$ cat src/rtl/buffered_uart_pkg.sv
// Shared frame constants and serialiser state encodings for buffered_uart.
package buffered_uart_pkg;

    localparam int   DATA_BITS = 8;
    localparam logic START_BIT = 1'b0;
    localparam logic STOP_BIT  = 1'b1;

    typedef enum logic [2:0] {
        TX_IDLE,
        TX_LOAD,
        TX_START,
        TX_DATA,
        TX_STOP
    } tx_state_t;

    typedef enum logic [1:0] {
        RX_IDLE,
        RX_START,
        RX_DATA,
        RX_STOP
    } rx_state_t;

endpackage

$ cat src/rtl/buffered_uart_if.sv
// Host-side byte port of buffered_uart: active-low strobes, FIFO status and data.
interface buffered_uart_if;

    logic [7:0] data_in;
    logic       nwr;
    logic [7:0] data_out;
    logic       nrd;
    logic       full;
    logic       empty;

    modport master (
        output data_in, nwr, nrd,
        input  data_out, full, empty
    );

    modport slave (
        input  data_in, nwr, nrd,
        output data_out, full, empty
    );

endinterface

$ cat src/rtl/fifo.sv
// Circular-buffer FIFO with wrap-bit pointers and first-word fall-through output.
module fifo #(
    parameter int WIDTH     = 8,
    parameter int SIZE_BITS = 4
) (
    input  logic             clk,
    input  logic             nreset,
    input  logic             push_i,
    input  logic [WIDTH-1:0] din_i,
    input  logic             pop_i,
    output logic [WIDTH-1:0] dout_o,
    output logic             full_o,
    output logic             empty_o
);

    logic [WIDTH-1:0] mem_q [2**SIZE_BITS];
    logic [SIZE_BITS:0] wptr_q;
    logic [SIZE_BITS:0] rptr_q;
    logic do_push;
    logic do_pop;

    assign empty_o = (wptr_q == rptr_q);
    assign full_o  = (wptr_q[SIZE_BITS] != rptr_q[SIZE_BITS]) &&
                     (wptr_q[SIZE_BITS-1:0] == rptr_q[SIZE_BITS-1:0]);
    assign do_push = push_i && !full_o;
    assign do_pop  = pop_i && !empty_o;
    assign dout_o  = empty_o ? '0 : mem_q[rptr_q[SIZE_BITS-1:0]];

    always_ff @(posedge clk or negedge nreset) begin
        if (!nreset) begin
            wptr_q <= '0;
            rptr_q <= '0;
        end else begin
            if (do_push) wptr_q <= wptr_q + 1'b1;
            if (do_pop)  rptr_q <= rptr_q + 1'b1;
        end
    end

    always_ff @(posedge clk) begin
        if (do_push) mem_q[wptr_q[SIZE_BITS-1:0]] <= din_i;
    end

endmodule

$ cat src/rtl/buffered_uart.sv
// 8N1 full-duplex UART with TX/RX FIFOs behind an edge-strobed host byte port.
module buffered_uart
    import buffered_uart_pkg::*;
#(
    parameter int RX_FIFO_BITS       = 7,
    parameter int TX_FIFO_BITS       = 7,
    parameter int CLOCK_DIV          = 234,
    parameter int CLOCK_COUNTER_BITS = 8
) (
    input  logic clk,
    input  logic nreset,
    input  logic rx,
    output logic tx,
    buffered_uart_if.slave bus
);

    localparam logic [CLOCK_COUNTER_BITS-1:0] BIT_LAST  = CLOCK_COUNTER_BITS'(CLOCK_DIV - 1);
    localparam logic [CLOCK_COUNTER_BITS-1:0] HALF_LAST = CLOCK_COUNTER_BITS'(CLOCK_DIV / 2 - 1);
    localparam logic [2:0]                    LAST_BIT  = 3'(DATA_BITS - 1);

    logic nwr_q, nrd_q, wr_stb, rd_stb;
    logic [7:0] tx_head, rx_head;
    logic tx_full, tx_empty, rx_full, rx_empty;
    logic tx_pop, rx_push;

    tx_state_t tx_state_q, tx_state_d;
    logic [CLOCK_COUNTER_BITS-1:0] tx_cnt_q, tx_cnt_d;
    logic [2:0] tx_bit_q, tx_bit_d;
    logic [7:0] tx_shift_q, tx_shift_d;
    logic tx_q, tx_d;

    rx_state_t rx_state_q, rx_state_d;
    logic [CLOCK_COUNTER_BITS-1:0] rx_cnt_q, rx_cnt_d;
    logic [2:0] rx_bit_q, rx_bit_d;
    logic [7:0] rx_shift_q, rx_shift_d;
    logic rx_meta_q, rx_sync_q, rx_prev_q;

    assign wr_stb       = nwr_q & ~bus.nwr;
    assign rd_stb       = nrd_q & ~bus.nrd;
    assign bus.full     = tx_full;
    assign bus.empty    = rx_empty;
    assign bus.data_out = rx_head;
    assign tx           = tx_q;

    fifo #(.WIDTH(8), .SIZE_BITS(TX_FIFO_BITS)) u_tx_fifo (
        .clk(clk), .nreset(nreset),
        .push_i(wr_stb), .din_i(bus.data_in), .pop_i(tx_pop),
        .dout_o(tx_head), .full_o(tx_full), .empty_o(tx_empty)
    );

    fifo #(.WIDTH(8), .SIZE_BITS(RX_FIFO_BITS)) u_rx_fifo (
        .clk(clk), .nreset(nreset),
        .push_i(rx_push), .din_i(rx_shift_q), .pop_i(rd_stb),
        .dout_o(rx_head), .full_o(rx_full), .empty_o(rx_empty)
    );

    always_ff @(posedge clk or negedge nreset) begin
        if (!nreset) begin
            nwr_q      <= 1'b1;
            nrd_q      <= 1'b1;
            tx_state_q <= TX_IDLE;
            tx_cnt_q   <= '0;
            tx_bit_q   <= '0;
            tx_shift_q <= '0;
            tx_q       <= 1'b1;
            rx_meta_q  <= 1'b1;
            rx_sync_q  <= 1'b1;
            rx_prev_q  <= 1'b1;
            rx_state_q <= RX_IDLE;
            rx_cnt_q   <= '0;
            rx_bit_q   <= '0;
            rx_shift_q <= '0;
        end else begin
            nwr_q      <= bus.nwr;
            nrd_q      <= bus.nrd;
            tx_state_q <= tx_state_d;
            tx_cnt_q   <= tx_cnt_d;
            tx_bit_q   <= tx_bit_d;
            tx_shift_q <= tx_shift_d;
            tx_q       <= tx_d;
            rx_meta_q  <= rx;
            rx_sync_q  <= rx_meta_q;
            rx_prev_q  <= rx_sync_q;
            rx_state_q <= rx_state_d;
            rx_cnt_q   <= rx_cnt_d;
            rx_bit_q   <= rx_bit_d;
            rx_shift_q <= rx_shift_d;
        end
    end

    // STOP reloads straight into START when more data is queued, keeping frames back-to-back.
    always_comb begin
        tx_state_d = tx_state_q;
        tx_cnt_d   = tx_cnt_q;
        tx_bit_d   = tx_bit_q;
        tx_shift_d = tx_shift_q;
        tx_pop     = 1'b0;
        unique case (tx_state_q)
            TX_IDLE: if (!tx_empty) tx_state_d = TX_LOAD;
            TX_LOAD: begin
                tx_pop     = 1'b1;
                tx_shift_d = tx_head;
                tx_cnt_d   = '0;
                tx_state_d = TX_START;
            end
            TX_START: begin
                if (tx_cnt_q == BIT_LAST) begin
                    tx_cnt_d   = '0;
                    tx_bit_d   = '0;
                    tx_state_d = TX_DATA;
                end else tx_cnt_d = tx_cnt_q + 1'b1;
            end
            TX_DATA: begin
                if (tx_cnt_q == BIT_LAST) begin
                    tx_cnt_d   = '0;
                    tx_shift_d = {1'b0, tx_shift_q[7:1]};
                    if (tx_bit_q == LAST_BIT) tx_state_d = TX_STOP;
                    else tx_bit_d = tx_bit_q + 1'b1;
                end else tx_cnt_d = tx_cnt_q + 1'b1;
            end
            TX_STOP: begin
                if (tx_cnt_q == BIT_LAST) begin
                    tx_cnt_d = '0;
                    if (!tx_empty) begin
                        tx_pop     = 1'b1;
                        tx_shift_d = tx_head;
                        tx_state_d = TX_START;
                    end else tx_state_d = TX_IDLE;
                end else tx_cnt_d = tx_cnt_q + 1'b1;
            end
            default: tx_state_d = TX_IDLE;
        endcase
        unique case (tx_state_d)
            TX_START: tx_d = START_BIT;
            TX_DATA:  tx_d = tx_shift_d[0];
            TX_STOP:  tx_d = STOP_BIT;
            default:  tx_d = 1'b1;
        endcase
    end

    always_comb begin
        rx_state_d = rx_state_q;
        rx_cnt_d   = rx_cnt_q;
        rx_bit_d   = rx_bit_q;
        rx_shift_d = rx_shift_q;
        rx_push    = 1'b0;
        unique case (rx_state_q)
            RX_IDLE: begin
                if (rx_prev_q && !rx_sync_q) begin
                    rx_cnt_d   = '0;
                    rx_state_d = RX_START;
                end
            end
            RX_START: begin
                if (rx_cnt_q == HALF_LAST) begin
                    rx_cnt_d   = '0;
                    rx_bit_d   = '0;
                    rx_state_d = (rx_sync_q == START_BIT) ? RX_DATA : RX_IDLE;
                end else rx_cnt_d = rx_cnt_q + 1'b1;
            end
            RX_DATA: begin
                if (rx_cnt_q == BIT_LAST) begin
                    rx_cnt_d   = '0;
                    rx_shift_d = {rx_sync_q, rx_shift_q[7:1]};
                    if (rx_bit_q == LAST_BIT) rx_state_d = RX_STOP;
                    else rx_bit_d = rx_bit_q + 1'b1;
                end else rx_cnt_d = rx_cnt_q + 1'b1;
            end
            RX_STOP: begin
                if (rx_cnt_q == BIT_LAST) begin
                    rx_cnt_d   = '0;
                    rx_push    = (rx_sync_q == STOP_BIT) && !rx_full;
                    rx_state_d = RX_IDLE;
                end else rx_cnt_d = rx_cnt_q + 1'b1;
            end
            default: rx_state_d = RX_IDLE;
        endcase
    end

endmodule

$ cat src/flat_wrapper.sv
// flat-port wrapper written by rule: the top's interface ports become plain ports
module buffered_uart_flat import buffered_uart_pkg::*;
#(
    parameter int RX_FIFO_BITS       = 7,
    parameter int TX_FIFO_BITS       = 7,
    parameter int CLOCK_DIV          = 234,
    parameter int CLOCK_COUNTER_BITS = 8
)
  (clk, nreset, rx, tx, bus_data_in, bus_nwr, bus_nrd, bus_data_out, bus_full, bus_empty);
  buffered_uart_if bus_i ();
  input  logic clk;
  input  logic nreset;
  input  logic rx;
  output logic tx;
  input wire logic [$bits(bus_i.data_in)-1:0] bus_data_in;
  input wire logic [$bits(bus_i.nwr)-1:0] bus_nwr;
  input wire logic [$bits(bus_i.nrd)-1:0] bus_nrd;
  output wire logic [$bits(bus_i.data_out)-1:0] bus_data_out;
  output wire logic [$bits(bus_i.full)-1:0] bus_full;
  output wire logic [$bits(bus_i.empty)-1:0] bus_empty;
  assign bus_i.data_in = bus_data_in;
  assign bus_i.nwr = bus_nwr;
  assign bus_i.nrd = bus_nrd;
  assign bus_data_out = bus_i.data_out;
  assign bus_full = bus_i.full;
  assign bus_empty = bus_i.empty;
  buffered_uart #(.RX_FIFO_BITS(RX_FIFO_BITS), .TX_FIFO_BITS(TX_FIFO_BITS), .CLOCK_DIV(CLOCK_DIV), .CLOCK_COUNTER_BITS(CLOCK_COUNTER_BITS)) u_core (.clk(clk), .nreset(nreset), .rx(rx), .tx(tx), .bus(bus_i));
endmodule
$ cat config.mk
export PLATFORM = sky130hd
export DESIGN_NAME = buffered_uart_flat
export DESIGN_NICKNAME = d
export VERILOG_FILES = /design/src/rtl/buffered_uart_pkg.sv /design/src/rtl/buffered_uart_if.sv /design/src/rtl/fifo.sv /design/src/rtl/buffered_uart.sv /design/src/flat_wrapper.sv
export SDC_FILE = /design/constraint.sdc
export NUM_CORES = 2
export LEC_CHECK = 0
export ABC_CLOCK_PERIOD_IN_PS = 6100
export CAP_MARGIN = 20
export CORE_ASPECT_RATIO = 0.5
export CORE_UTILIZATION = 59
export CTS_BUF_LIST = sky130_fd_sc_hd__clkbuf_4 sky130_fd_sc_hd__clkbuf_8
export DETAILED_ROUTE_END_ITERATION = 6
export GPL_TIMING_DRIVEN = 0
export HOLD_SLACK_MARGIN = 0.12
export PLACE_DENSITY_LB_ADDON = 0.15
export SYNTH_ARGS = -nofsm -noshare
export SYNTH_HDL_FRONTEND = slang
export SYNTH_SLANG_ARGS = --single-unit
$ cat constraint.sdc
create_clock -name clk -period 6.1 [get_ports clk]
set_clock_uncertainty 0.1 [all_clocks]
set_input_delay 1.22 -clock clk [delete_from_list [all_inputs] [get_ports clk]]
set_output_delay 1.22 -clock clk [all_outputs]
set_load 0.05 [all_outputs]
Yosys cells after proc, flatten, opt, wreduce, memory -nomap -nowiden
Memory sizes are Yosys's and may differ from the RTL's.
Index checks and enable logic that the tools add are counted.
{"block": "word_totals", "register_bits": 81, "input_bits": 13, "word_cells": 134, "out_inout_bits": 11, "ramBits": 2048, "mem_count": 2}
{"block": "op_classes", "n_reduce_logical": 26, "n_mux": 44, "n_eq_ne": 31, "n_bitwise": 4, "addsub": 8}
{"memory": "u_core.u_rx_fifo.mem_q", "words": 128, "width": 8, "rd": 1, "rd_ports_with_merged_regs": 0, "write_ports": 1, "line": "fifo.sv:16", "source": "logic [WIDTH-1:0] mem_q [2**SIZE_BITS];"}
{"memory": "u_core.u_tx_fifo.mem_q", "words": 128, "width": 8, "rd": 1, "rd_ports_with_merged_regs": 0, "write_ports": 1, "line": "fifo.sv:16"}
{"cell": "$mux 8", "n": 9}
{"cell": "$add 8x1->8 const B", "n": 6}
{"cell": "$pmux 8 s3", "n": 2}
{"cell": "$mux 3", "n": 11}
{"cell": "$eq 8x8->1", "n": 2}
{"cell": "$eq 8x8->1 const B", "n": 2}
{"cell": "$ne 2x1->1 const B", "n": 8}
{"cell": "$pmux 8 s2", "n": 1}
{"cell": "$pmux 3 s5", "n": 1}
{"cell": "$eq 7x7->1", "n": 2}
{"cell": "$mux 2", "n": 7}
{"cell": "$eq 3x2->1 const B", "n": 4}
{"cell": "$pmux 3 s2", "n": 2}
{"cell": "$reduce_and 4->1", "n": 3}
{"cell": "$eq 3x3->1 const B", "n": 3}
{"cell": "$eq 8x7->1 const B", "n": 1}
{"cell": "$logic_and 1x1->1", "n": 8}
{"cell": "$mux 1", "n": 8}
{"cell": "$pmux 2 s4", "n": 1}
{"cell": "$add 3x1->3 const B", "n": 2}
{"cell": "$ne 2x2->1 const B", "n": 3}
{"cell": "$reduce_bool 2->1", "n": 3}
{"cell": "$logic_not 1->1", "n": 5}
{"cell": "$reduce_and 5->1", "n": 1}
{"cell": "13 further kinds", "n": 18}

Longest topological paths before layout
{"block": "logic_depth", "depth_word": 9, "mapped_depth": 12, "depth_no_buf": 8}

By module
Synthesis repeated with hierarchy kept, for this count alone.
{"block": "unflattened", "hier_cells": 4169, "hier_area_um2": 84556.1}
{"module": "fifo", "seq_area_each_um2": 31149.9, "cells_per_inst": 1963, "n_inst": 2, "area_each_um2": 40979.3}
{"module": "buffered_uart", "seq_area_each_um2": 1233.7, "cells_per_inst": 243, "n_inst": 1, "area_each_um2": 2597.5}

Worst setup path before layout
No wires, ideal clock.
{"block": "synth_path", "path_kind": "register to output", "start": "register u_core.u_rx_fifo.rptr_q[0]", "end": "output port bus_data_out[6]", "path_slack_ns": 1.655, "required_time_ns": 4.780, "stages_incl_launch_ff": 9, "arrival_time_ns": 3.125, "path_buffers": 3, "cell_sequence": "dfrtp_1 -> buf_2 -> buf_2 -> xnor2_1 -> nand3_1 -> nor3_1 -> or2_2 -> buf_1 -> o22ai_1"}
{"block": "synth_between", "elab_chain_cells": 2, "word_cells_on_any_way": 3, "classes_between": "eq/ne (1); mux (1); memory (1)"}
{"item": "start: declaration", "line": "fifo.sv:18", "source": "logic [SIZE_BITS:0] rptr_q;"}
{"item": "start signal: assignment", "line": "fifo.sv:35", "source": "if (do_pop) rptr_q <= rptr_q + 1'b1;"}
{"item": "$eq 8x8->1", "line": "fifo.sv:22", "source": "assign empty_o = (wptr_q == rptr_q);"}
{"item": "named net bus_empty", "line": "flat_wrapper.sv:20", "source": "output wire logic [$bits(bus_i.empty)-1:0] bus_empty;"}
{"item": "$mux 8", "line": "fifo.sv:27", "source": "assign dout_o = empty_o ? '0 : mem_q[rptr_q[SIZE_BITS-1:0]];"}
{"item": "end: declaration", "line": "flat_wrapper.sv:18", "source": "output wire logic [$bits(bus_i.data_out)-1:0] bus_data_out;"}
The timed path passes the listed nets, and every way through them passes these cells.

Final worst setup path
{"block": "layout_path", "start": "register u_core.u_rx_fifo.rptr_q[1]", "end": "output port bus_data_out[4]"}
{"block": "layout_between", "elab_chain_cells": 2, "word_cells_on_any_way": 3, "classes_between": "eq/ne (1); mux (1); memory (1)"}
{"item": "$mem_v2 128x8 / $eq 8x8->1 (equally long branches)"}
{"item": "$mux 8 *", "line": "fifo.sv:27"}
Mark *: on every way between the ends. The rest lies on a longest branch, timed or not.

==> results.json <==
{
  "status": "complete, no violations",
  "fill_cells": 8875,
  "rows": 96,
  "grt_pass1_vias": 42200,
  "vdd_drop_max_uv": 201,
  "netlist.area_leader.share_pct": 74.0,
  "drc": 0,
  "grt_pass1_wl_um": 312000,
  "clock_latency_ns": 0.92,
  "crit_path_start": "u_core.u_rx_fifo.rptr_q[1]",
  "overflow": 0,
  "final_cell_mix": "edfxtp_1, mux4_2, clkbuf_8, nor2_1, clkbuf_4",
  "viasPerCell": 6.85,
  "syn_area_mm2": 0.0831,
  "whs_ns": 0.200,
  "tns_ns": 0,
  "antenna_found_initial": 6,
  "crit_path_end_kind": "output pin",
  "stdcell_count": 6261,
  "clk_path_buf_depth": 4,
  "post_cts_buffers": 0,
  "power_per_cell_area_mw_per_mm2": 365,
  "drv_cap": 0,
  "ys_seq_area_share_pct": 76.4,
  "ff2ff_path_depth": 9,
  "required_ns": 4.78,
  "leakage_nw": 25.8,
  "drive_above_1_share_pct": 28.4,
  "fp.dieW_um": 533,
  "cts_hold_buf": 0,
  "drt_iter0_markers": 6540,
  "core_mm2": 0.138,
  "maxSlewViolCount": 0,
  "cts_htree_levels": 5,
  "rr_startpoint": "u_core.u_tx_fifo.rptr_q[1]",
  "synth_ff_type": "edfxtp_1",
  "regArea_mm2": 0.0636,
  "rr_endpoint": "u_core.tx_shift_q[3]",
  "synth_nets": 3859,
  "slowest_stage": "mux4_2",
  "drtPass1Iterations": 7,
  "yosysWarnings": 0,
  "slew_headroom_pct": 13.5,
  "critPathLaunchType": "flip-flop",
  "ys_ff_latch": 2129,
  "rsz0062_at_grt": "no",
  "synth_area_leaders": "edfxtp_1, mux4_2, dfrtp_1, nor2_1, clkbuf_1",
  "arrival_ns": 4.62,
  "yosysUniqueCellTypes": 65,
  "ff2ff_setup_slack_ns": 1.24,
  "worst-path-max-fanout": 10,
  "mostFrequentLayoutCell": "edfxtp_1",
  "dpl.hpwl_um": 144000,
  "syn_to_final_growth_pct": 10.8,
  "synth-edff-count": 2048,
  "layout_worst_path_cycle_share_pct": 97.3,
  "final_nets": 4220,
  "final.min_clock_period_ns": 5.94,
  "dpl_worst_slack_ns": 0.269,
  "crit_family": "buffers and inverters",
  "worst_pin_slew_ns": 1.30,
  "drt-wirelength-per-cell_um": 35.6,
  "drt_wl_total_um": 223000,
  "place_inst": 5757,
  "crit_end": "bus_data_out[4]",
  "tritoncts": "done",
  "ios": 24,
  "cts.clk_slew.worst_paths_ns": 0.07,
  "clock_sinks": 2129,
  "grt_usage_pct": 31.7,
  "grt_start_max_net_pins": 97,
  "drtAntennaViolNets": 0,
  "die_y_um": 267,
  "synthArstFlopShare_pct": 3.80,
  "crit_type": "flip-flop to output pin",
  "hold_violations": 0,
  "setup_viol": 0,
  "root_buffer": "clkbuf_8",
  "start_util_pct": 60.0,
  "critPathBufInv": 5,
  "gp_congestion": 0.987,
  "max_stage_delay_ns": 0.58,
  "netlist_instances": 3833,
  "die-area_mm2": 0.143,
  "crit_chain": "buf_2, buf_2, clkbuf_4, clkbuf_2, mux4_2, mux4_2, a221oi_1, o22ai_1, dlygate4sd2_1",
  "crit_cells": 9,
  "avgSynthCellArea_um2": 21.7,
  "fmax_ghz": 0.168,
  "worst_slack_ns": 0.164,
  "multi_input_area_mm2": 0.0185,
  "min_path_type": "input pin to asynchronous set/reset pin",
  "cts_made_buffers": 294,
  "io_buffers": 23,
  "netlist.top_cell.by_area": "edfxtp_1",
  "route.vias.total": 42900
}
[metrics by stage]
stage	utilization (%)	instance area, um2	total power [mW]
after floorplan	-	83100	20.0
after global placement	61.9	85700	22.8
after detailed placement	62.4	86500	23.0
after CTS	66.5	92100	33.5
after global routing	66.5	92100	34.3
final	66.5	92100	33.7
[layer usage]
metal  vias up  track usage (%)  part of all wire [%]
met5         -                0                0.0076
met4         2             11.8                   4.1
met3       521             7.92                    12
met2      2960             48.2                    46
met1     22600             45.3                    38
li1      16800                -                     -
[worst min path at each step]
stage | depth (start not counted) | endpoint
2_1_floorplan | 0 | u_core.rx_sync_q
3_3_place_gp | 0 | u_core.rx_sync_q
3_5_place_dp | 0 | u_core.rx_sync_q
4_1_cts | 1 | u_core.tx_shift_q[1]
5_1_grt | 1 | u_core.rx_cnt_q[1]
6_report | 1 | u_core.tx_shift_q[1]
[state kept, by name, indices dropped and copies added (netlist names), 3 cells and up, named ones only]
signal and cells:
u_core.tx_shift_q 8, u_core.tx_state_q 3, u_core.rx_shift_q 8, u_core.u_rx_fifo.rptr_q 8, u_core.u_tx_fifo.wptr_q 8, u_core.rx_cnt_q 8, u_core.u_tx_fifo.mem_q 1024, u_core.tx_cnt_q 8
u_core.rx_bit_q 3, u_core.u_rx_fifo.wptr_q 8, u_core.u_tx_fifo.rptr_q 8, u_core.tx_bit_q 3, u_core.u_rx_fifo.mem_q 1024
[cell usage after synthesis, types with 5 or more instances]
library cell,n
nor2b_1,20
nand3b_1,14
o21ai_0,42
a31oi_1,12
mux2i_1,27
a21oi_1,21
buf_6,12
clkbuf_1,110
xnor2_1,34
inv_1,18
nand3_1,35
and3_1,17
nand4b_1,5
dfstp_2,6
nand4_1,18
nand2_1,62
buf_2,57
o22ai_1,23
dfrtp_1,75
a221oi_1,24
edfxtp_1,2048
nand2b_1,19
nor3_1,16
mux4_2,589
a22oi_1,35
and2_1,7
mux2_2,16
buf_4,17
buf_1,27
a211oi_1,10
ha_1,13
or2_2,12
a22o_1,30
xor2_1,15
nor2_1,285
[worst reg2reg max path: cells and delay by family (launching register included)]
kind,cells,cell delay (ns)
DFF,1,0.36
muxes,1,0.41
AOI/OAI and AO/OA,2,1.28
and+or+nand+nor,2,0.34
buffers and inverters,4,2.24
[kinds of logic (layout without fill, tap and decap cells)]
group,after synthesis,after routing,share of synthesized area (%)
other,0,3,0
XOR/XNOR,49,49,0.516
buffers and inverters,243,806,1.37
AO/OA/AOI/OAI,231,231,1.97
AND/OR/NAND/NOR,536,536,3.02
flip-flops,2129,2129,76.4
adder cells (fa/ha/maj),13,13,0.196
multiplexers,632,632,16.5
[power breakdown]
group	total [mW]	leakage (nW)	internal, mW	switching [mW]
combinational	6.70	5.56	2.37	4.33
sequential	16.2	17.3	16.1	0.115
clock	10.8	2.91	5.45	5.33
[layout make-up]
| class | instances | share of cell area [%] |
|---|---|---|
| buffer | 223 | 1.24 |
| antenna | 3 | 0.00815 |
| clock buffer | 408 | 5.35 |
| multi-input combinational | 1461 | 20.0 |
| inverter | 20 | 0.0815 |
| clock inverter | 90 | 0.640 |
| timing repair buffer | 65 | 1.11 |
| sequential | 2129 | 69.0 |
| tap | 1862 | 2.53 |
[what timing repair did]
action                                  CTS  global route
gates resized for setup                  41            12
endpoints found under the setup margin    8             5
hold endpoints to repair                  0             0
Note: power is estimated with default switching activity, not from simulation.
